<file path="src/rtl/spi_bus_arbiter.sv">
// spi_bus_arbiter: round-robin sharing of one SPI master among NREQ single-byte requesters.
// Define SPI_ARB_TIMEOUT_EN to abort a BUSY phase after TIMEOUT_CYC cycles with err=1, rdata=8'hFF.
module spi_bus_arbiter #(
    parameter int NREQ        = 4,
    parameter int GAP_CYC     = 4,
    parameter int TIMEOUT_CYC = 1024
) (
    input  logic                clk,
    input  logic                reset,
    input  logic [NREQ-1:0]     req,
    input  logic [8*NREQ-1:0]   req_data,
    input  logic [2*NREQ-1:0]   req_mode,
    output logic [NREQ-1:0]     ack,
    output logic [7:0]          rdata,
    output logic                err,
    output logic                busy,
    output logic                m_start,
    output logic [7:0]          m_din,
    output logic                m_cpol,
    output logic                m_cpha,
    input  logic [7:0]          m_dout,
    input  logic                m_done,
    input  logic                m_ss_n,
    output logic [NREQ-1:0]     cs_n
);
    localparam int IW = $clog2(NREQ);
    localparam int GW = $clog2(GAP_CYC + 1);

    if (NREQ < 2 || NREQ > 8 || GAP_CYC < 1 || TIMEOUT_CYC < 1 || TIMEOUT_CYC > 65535) begin : g_bad_param
        $error("spi_bus_arbiter: parameter out of range");
    end

    typedef enum logic [2:0] {S_IDLE, S_LOAD, S_BUSY, S_DONE, S_GAP} state_t;

    state_t          r_state;
    logic [IW-1:0]   r_gnt;
    logic [IW-1:0]   r_rr;
    logic [GW-1:0]   r_gap;
    logic            r_done_q;
    logic [NREQ-1:0] r_ack;
    logic [7:0]      r_rdata;
    logic            r_m_start;
    logic [7:0]      r_m_din;
    logic            r_m_cpol;
    logic            r_m_cpha;
    logic [IW-1:0]   w_pick;
    logic [IW-1:0]   w_cand;
    logic            w_any;
    logic            w_done_edge;

    // Scan downward so the lowest offset from the rr pointer is the last (winning) assignment.
    always_comb begin
        w_any  = 1'b0;
        w_pick = r_rr;
        w_cand = '0;
        for (int k = NREQ - 1; k >= 0; k--) begin
            w_cand = IW'((int'(r_rr) + k) % NREQ);
            if (req[w_cand]) begin
                w_any  = 1'b1;
                w_pick = w_cand;
            end
        end
    end

    assign w_done_edge = m_done & ~r_done_q;

`ifdef SPI_ARB_TIMEOUT_EN
    logic        r_err;
    logic [15:0] r_tcnt;
    assign err = r_err;
`else
    assign err = 1'b0;
`endif

    always_ff @(posedge clk or negedge reset) begin
        if (!reset) begin
            r_state   <= S_IDLE;
            r_gnt     <= '0;
            r_rr      <= '0;
            r_gap     <= '0;
            r_done_q  <= 1'b0;
            r_ack     <= '0;
            r_rdata   <= '0;
            r_m_start <= 1'b0;
            r_m_din   <= '0;
            r_m_cpol  <= 1'b0;
            r_m_cpha  <= 1'b0;
`ifdef SPI_ARB_TIMEOUT_EN
            r_err     <= 1'b0;
            r_tcnt    <= '0;
`endif
        end else begin
            r_done_q  <= m_done;
            r_m_start <= 1'b0;
            r_ack     <= '0;
            unique case (r_state)
                S_IDLE: if (w_any) begin
                    r_gnt                <= w_pick;
                    r_m_din              <= req_data[8*w_pick +: 8];
                    {r_m_cpol, r_m_cpha} <= req_mode[2*w_pick +: 2];
                    r_m_start            <= 1'b1;
                    r_state              <= S_LOAD;
                end
                S_LOAD: begin
`ifdef SPI_ARB_TIMEOUT_EN
                    r_tcnt  <= '0;
`endif
                    r_state <= S_BUSY;
                end
                S_BUSY: if (w_done_edge) begin
                    r_rdata      <= m_dout;
                    r_ack[r_gnt] <= 1'b1;
`ifdef SPI_ARB_TIMEOUT_EN
                    r_err        <= 1'b0;
`endif
                    r_state      <= S_DONE;
                end
`ifdef SPI_ARB_TIMEOUT_EN
                else if (r_tcnt == 16'(TIMEOUT_CYC - 1)) begin
                    r_rdata      <= 8'hFF;
                    r_ack[r_gnt] <= 1'b1;
                    r_err        <= 1'b1;
                    r_state      <= S_DONE;
                end else begin
                    r_tcnt <= r_tcnt + 16'd1;
                end
`endif
                S_DONE: begin
                    r_rr    <= (r_gnt == IW'(NREQ - 1)) ? '0 : r_gnt + IW'(1);
                    r_gap   <= '0;
                    r_state <= S_GAP;
                end
                S_GAP: begin
                    if (r_gap == GW'(GAP_CYC - 1)) r_state <= S_IDLE;
                    else                           r_gap   <= r_gap + GW'(1);
                end
                default: r_state <= S_IDLE;
            endcase
        end
    end

    // Only the granted slave follows the master's select, and only while the transfer is live.
    always_comb begin
        cs_n = '1;
        if (r_state == S_BUSY) cs_n[r_gnt] = m_ss_n;
    end

    assign ack     = r_ack;
    assign rdata   = r_rdata;
    assign busy    = (r_state != S_IDLE);
    assign m_start = r_m_start;
    assign m_din   = r_m_din;
    assign m_cpol  = r_m_cpol;
    assign m_cpha  = r_m_cpha;

endmodule

</file>
<file path="config.mk">
export PLATFORM = sky130hd
export DESIGN_NAME = spi_bus_arbiter
export DESIGN_NICKNAME = d
export VERILOG_FILES = /design/src/rtl/spi_bus_arbiter.sv
export SDC_FILE = /design/constraint.sdc
export NUM_CORES = 1
export LEC_CHECK = 0
export ABC_AREA = 1
export BUFFER_PORTS_ARGS = -buffer_cell sky130_fd_sc_hd__buf_2
export CAP_MARGIN = 20
export CORE_ASPECT_RATIO = 1.2
export CORE_MARGIN = 2
export CORE_UTILIZATION = 35
export CTS_CLUSTER_DIAMETER = 50
export DETAILED_ROUTE_END_ITERATION = 12
export GPL_TIMING_DRIVEN = 0
export SYNTH_ARGS = -nofsm -noshare
export SYNTH_HDL_FRONTEND = slang
export SYNTH_SLANG_ARGS = --single-unit
export TNS_END_PERCENT = 100
</file>
<file path="constraint.sdc">
create_clock -name clk -period 3.5 [get_ports clk]
set_input_delay 0.35 -clock clk [delete_from_list [all_inputs] [get_ports clk]]
set_output_delay 0.35 -clock clk [all_outputs]
set_load 0.01 [all_outputs]
</file>
==> results of run 1 <==
## through the flow
step                setup WS [ns]  area, sq um  std cells  total power (W)  hold slack [ns]
finish                       1.69         2610        413          0.00255            0.135
global route                 1.50         2610        413          0.00280            0.178
CTS                          1.67         2610        413          0.00259            0.171
detailed placement           1.68         2490        406          0.00221            0.463
global placement             1.71         2490        406          0.00218            0.458
floorplan                    1.91         2000        259          0.00178           0.0544
## registers in the layout (all words and copies together) (netlist names)
register / cells
m_din: 8
rdata: 8
ack: 4
r_gap: 3
r_state: 3
r_gnt: 2
r_rr: 2
m_cpha: 1
m_cpol: 1
m_start: 1
r_done_q: 1
## logic make-up after synthesis
group / synth area share [%]
other cells: 0.188
mux: 4.51
flops: 42.6
simple gates: 36.9
buf+inv: 9.76
compound gates: 2.32
fa+ha+maj: 3.75
## cell usage in the layout (no fill, tap or decap), drive strengths merged
| cell | synthesis | routed |
|---|---|---|
| o31ai | 1 | 1 |
| nor3 | 1 | 1 |
| o22ai | 1 | 1 |
| bufinv | 0 | 1 |
| nand2 | 95 | 95 |
| mux2 | 8 | 8 |
| inv | 27 | 27 |
| dfrtp | 34 | 34 |
| conb | 1 | 1 |
| clkbuf | 0 | 6 |
| buf | 11 | 94 |
| a211oi | 1 | 1 |
| ha | 6 | 6 |
| nand3 | 54 | 54 |
| o21ai | 5 | 5 |
| nor2 | 12 | 12 |
| nand4 | 2 | 2 |
## power by group
part           switching [W]  leakage [nW]  internal [W]
clock network       0.000139        0.0573      0.000228
logic               0.000938         0.980      0.000602
registers          0.0000860         0.428      0.000555
total                0.00116          1.47       0.00139
## cell type report
type                       count  area share (%)
timing repair buffer          83            15.9
buffer                        11            3.41
clock inverter                 1            1.15
clock buffer                   6            3.17
tap                           64            3.07
inverter                      27            4.08
multi-input combinational    187            36.6
sequential                    34            32.6
## metal layers
metal / global-route usage (%) / vias to the layer above
met1: 18.6 / 853
met5: 0 / -
met2: 26.5 / 64
li1: - / 1002
met3: 3.95 / 4
met4: 6.06 / 0
## final timing paths
kind / from / endpoint / slack [ns] / cells after the start
min reg2reg: r_state[2] / r_state[1] / 0.47 / 1
max: r_rr[0] / m_din[7] / 1.69 / 16
max in group asynchronous: reset / r_gap[2] / 2.87 / 1
max reg2reg: r_rr[0] / m_din[7] / 1.69 / 16
min: reset / m_cpol / 0.13 / 1
min in group clk: m_done / r_done_q / 0.19 / 1
==> key figures, run 1 <==
Routing
  • Detailed Routing Iterations Pass 1: 4
  • WL met1: 2140 microns
  • Met2 WL: 2320 microns
  • DRC: 0
  • Via/cell ratio: 4.66
  • Vias: 1,923
  • Top Metal Used: met4
  • Antenna viol nets, final: 0
  • Drt initial violations: 50
  • Final WL: 4820 microns
  • DR WL/cell: 11.7 microns
  • Met3 wire length: 332 microns

Clock network
  • CTS hold repair buffers: 0
  • CTS Buffer Depth: 2
  • CTS root buf: clkbuf_8
  • H-tree lvl count: 2
  • Post_cts resized: 0
  • Post-CTS setup buffer count: 0
  • CTS tree: built
  • Num Clock Sinks: 34
  • Worst-path clk slew: 0.07 ns
  • Worst-skew pair later-pin latency: 0.28 ns
  • CTS Buf Count: 5

Timing
  • Min Tclk post-route: 1.81 ns
  • Hold Fails Final Rpt: 0
  • RSZ-0062 raised after global routing: false
  • Final Slew Violations: 0
  • Sum Neg Setup Slack: 0 ns
  • Max transition margin: 49.3%
  • Fin crit share: 51.7%
  • Peak Freq: 0.553 GHz
  • Endpoints failing setup: 0
  • Slew @ Worst Pin: 0.760 ns
  • Layout Skew: 0.00543 ns

Critical path
  • Setup crit end kind: register
  • Slowest cell on crit path: dfrtp_1
  • Critical path's largest stage delay: 0.37 ns
  • Cell family with the largest share of critical-path delay: simple AND/OR/NAND/NOR gates
  • Worst EP arrival: 1.98 ns
  • Critical Path, Cell by Cell: buf_6 -> inv_6 -> nand2_2 -> nand2_1 -> nand2_1 -> nand2_1 -> inv_2 -> nand2_4 -> nand3_2 -> nand2_1 -> nand2_1 -> buf_4 -> nand2_1 -> nand3_1 -> nand3_1 -> nand2_1
  • Worst-path maximum fanout: 10
  • CP Buf/Inv Count: 4
  • Worst Path Required: 3.67 ns
  • WS Path Type: reg -> reg
  • Startpoint type of the worst setup path: register
  • Critical path's most frequent cell: nand2_1

Yosys
  • Top_reg_cell synth: dfrtp_1
  • EDFF count, synth: 0
  • Yosys top cell area share: 42.6%
  • Post-synth ARST share: 100%
  • Synthesized flop and latch total: 34
  • Post-synthesis cell type count: 24
  • Top post-synthesis cells by area: dfrtp_1, nand2_1, nand3_1
  • YS warnings: 0
  • Cells after synthesis: 259
  • Mapped Area: 0.00200 sq mm
  • Syn_area_per_cell: 7.72 sq um
  • Most area-hungry cell type in the Yosys netlist: dfrtp_1
  • Syn_nets: 321
  • Top cells by count, synth: nand2_1, nand3_1, dfrtp_1
  • Most instantiated library cell after synthesis: nand2_1
  • Post-synthesis sequential area ratio: 42.6%

Status
  • Status: finished, final reports clean

Die
  • Die ar.: 0.00634 sq mm
  • Starting density of the core: 35.7%
  • I/O pins: 85
  • Die H: 86.8 microns
  • Rows: 30
  • Die width: 73.0 microns
  • Placeable Area: 0.00559 sq mm

Global route
  • Initial antenna violation count: 0
  • Pin count of the biggest net entering global routing: 35
  • Number of global-route vias before repair: 1,709
  • Gr ovfl total: 0
  • First-pass GRT wire length: 7690 microns
  • GRT Total Usage: 15.6%

Worst hold path
  • Min-Delay Path Class: in -> async

Run
  • Max-cap violations: 0

Power and ir drop
  • Pwr dens: 977 mW/mm^2
  • Leakage power: 1.47 nW
  • Peak supply drop: 0.000509 V

Place
  • Port Buf Inserts: 83
  • Final RePlAce weighted congestion: 0.803
  • Final HPWL DP: 3700 microns

Cells and area
  • Post-layout net count: 411
  • Reg area: 851 sq um
  • Fillers: 566
  • Antenna diodes: 0
  • Multi-input gate area: 953 sq um
  • Layout cell share with drive strength beyond 1: 36.7%
  • Final Util: 46.6%
  • Area growth syn-to-layout: 30.4%
No activity file was read; power rests on OpenSTA's default activity.
==> inputs of run 2 (changes only) <==
ABC_AREA = 0   (was 1)
clock period = 1.8 ns   (was 3.5 ns; I/O delays follow)
==> run 2 against run 1 <==
Effect of this change: setup slack got worse by 1.7 ns; global-route usage decreased by 0.63 points; design area barely moved; clock skew up 0.0011 ns; largest cell class unchanged; area after synthesis fell by 9.7%; critical endpoint unchanged; first-iteration DRC count up 52%; cell count decreased by 23%; clock power is 49% higher; critical path depth down 10.
==> key figures, run 2 <==
Cells and area
  • Post-layout net count: 323
  • Antenna diodes: 0
  • Final std cells w/o fill: 320
  • Area growth syn-to-layout: 44.3%
  • Most common cell after layout, fill and taps aside: buf_2
  • Layout cell share with drive strength beyond 1: 52.7%
  • Most frequent cells in the layout: buf_2, dfrtp_1, mux2i_1

Yosys
  • EDFF count, synth: 0
  • Most area-hungry cell type in the Yosys netlist: dfrtp_1
  • Syn_area_per_cell: 11.1 sq um
  • YS warnings: 0
  • Post-synthesis cell type count: 40
  • Most instantiated library cell after synthesis: dfrtp_1
  • Synthesized flop and latch total: 34
  • Top post-synthesis cells by area: dfrtp_1, mux2i_1, mux2_2
  • Cells after synthesis: 163
  • Top_reg_cell synth: dfrtp_1
  • Top cells by count, synth: dfrtp_1, mux2i_1, nor2_1
  • Syn_nets: 225
  • Yosys top cell area share: 47.1%
  • Post-synth ARST share: 100%
  • Mapped Area: 0.00181 sq mm
  • Post-synthesis sequential area ratio: 47.1%

Die
  • Die ar.: 0.00575 sq mm
  • Die width: 69.6 microns
  • Die H: 82.7 microns
  • Starting density of the core: 36.6%
  • Rows: 28
  • I/O pins: 85
  • Placeable Area: 0.00494 sq mm

Critical path
  • Worst-path maximum fanout: 6
  • Startpoint type of the worst setup path: register
  • Critical Path, Cell by Cell: nor3b_4 -> a2111oi_4 -> or2_4 -> and2_4 -> buf_6 -> a221oi_1
  • Worst Path Required: 1.98 ns
  • Reg-to-reg setup timing slack: 0.02 ns
  • Worst EP arrival: 1.96 ns
  • WS Path Type: reg -> reg
  • Setup crit end kind: register
  • R2R Path Start: r_rr[1]
  • Critical path's largest stage delay: 0.47 ns
  • Slowest cell on crit path: dfrtp_2
  • Worst reg2reg path depth: 6
  • FF-to-FF End: m_din[7]

Run
  • Max-cap violations: 0

Clock network
  • Worst-path clk slew: 0.07 ns
  • CTS Buffer Depth: 2
  • CTS tree: built
  • H-tree lvl count: 2
  • Num Clock Sinks: 34
  • Worst-skew pair later-pin latency: 0.28 ns
  • CTS root buf: clkbuf_8
  • CTS Buf Count: 5

Status
  • Status: finished, final reports clean

Timing
  • Endpoints failing setup: 0
  • Layout Skew: 0.00655 ns
  • RSZ-0062 raised after global routing: true
  • Final Slew Violations: 0
  • Max transition margin: 50.1%
  • Hold Fails Final Rpt: 0
  • Peak Freq: 0.563 GHz
  • Sum Neg Setup Slack: 0 ns
  • Slew @ Worst Pin: 0.748 ns
  • Min Tclk post-route: 1.78 ns
  • Fin crit share: 98.6%

Power and ir drop
  • Leakage power: 1.31 nW
  • Peak supply drop: 0.000731 V
  • Pwr dens: 1580 mW/mm^2

Global route
  • Pin count of the biggest net entering global routing: 35
  • First-pass GRT wire length: 6710 microns
  • GRT Total Usage: 15.0%
  • Number of global-route vias before repair: 1,482
  • Initial antenna violation count: 0
  • Gr ovfl total: 0

Worst hold path
  • Depth of the worst hold-timing path: 1
  • Hold Path Sink: r_done_q
  • Hold_sp: m_done
  • Min-Delay Path Class: in -> reg

Routing
  • DR WL/cell: 13.5 microns
  • Via/cell ratio: 4.92
  • Final WL: 4320 microns
  • Detailed Routing Iterations Pass 1: 4
  • Antenna viol nets, final: 0
  • DRC: 0
  • Drt initial violations: 76
  • Vias: 1,573

Place
  • Port Buf Inserts: 83
  • Cell Count Post-Placement: 306
  • Final HPWL DP: 3150 microns
  • Final RePlAce weighted congestion: 0.712
run 2: timing repair:
action                                  CTS  global route
setup buffers                             2             3
hold buffers                              1             0
pin swaps                                 2             5
resized for setup                         5            27
endpoints found under the setup margin   15            20
hold endpoints to repair                 34             0
cloned                                    0             2
run 2: logic make-up (layout without fill, tap and decap cells):
kind of cell    after synthesis  count (layout)  synth area share [%]
compound gates               28              28                  13.1
xor+xnor                      1               1                 0.485
fa+ha+maj                     6               6                  4.16
buf+inv                      13             110                  4.16
flops                        34              34                  47.1
mux                          27              27                  15.6
other cells                   1               1                 0.208
simple gates                 53              53                  15.2
run 2: metrics by stage:
| step | total power, W | util (%) | hold slack [ns] | instance area (sq um) | setup WS (ns) |
|---|---|---|---|---|---|
| 2_1_floorplan | 0.00255 | - | -0.116 | 1810 | 0.0608 |
| 3_3_place_gp | 0.00311 | 46.5 | 0.299 | 2300 | -0.113 |
| 3_5_place_dp | 0.00316 | 46.5 | 0.299 | 2300 | -0.188 |
| 4_1_cts | 0.00377 | 49.1 | 0.0158 | 2420 | 0.00545 |
| 5_1_grt | 0.00445 | 52.7 | 0.0121 | 2610 | -0.0264 |
| 6_report | 0.00412 | 52.7 | 0.0235 | 2610 | 0.0244 |
run 2: metal layers:
metal  GRT usage, %  wire (microns)  vias up
met1           17.5            1790      725
met5              0               0        -
met4           8.04              82        0
met2           26.0            2170       67
met3           3.28             274        8
li1               -               -      773
run 2: layout make-up:
class	instances	area, sq um
Fill cell	459	2330
Multi-Input combinational cell	116	986
Sequential cell	34	853
Timing Repair Buffer	91	512
Clock buffer	6	82.6
Buffer	8	77.6
Tap cell	60	75.1
Inverter	5	18.8
run 2: where the power goes:
part / total [W] / switching, W / leakage, nW / internal, W
sequential: 0.00133 / 0.000226 / 0.412 / 0.00111
clock: 0.000545 / 0.000251 / 0.0431 / 0.000295
combinational: 0.00224 / 0.00111 / 0.856 / 0.00113
run 2: worst max-delay path, delay by kind of cell, from the launching register on:
family          cells  cell delay (ns)
simple gates        3             0.73
flops               1             0.47
buf+inv             1             0.13
compound gates      2             0.34
run 2: worst max-delay path by stage:
stage | from | endpoint | slack [ns]
floorplan | r_state[1] | m_din[5] | 0.06
global placement | r_rr[1] | m_din[5] | -0.11
detailed placement | r_rr[1] | m_din[5] | -0.19
CTS | r_rr[1] | m_din[5] | 0.005
global route | r_state[0] | cs_n[2] | -0.03
finish | r_rr[1] | m_din[7] | 0.02
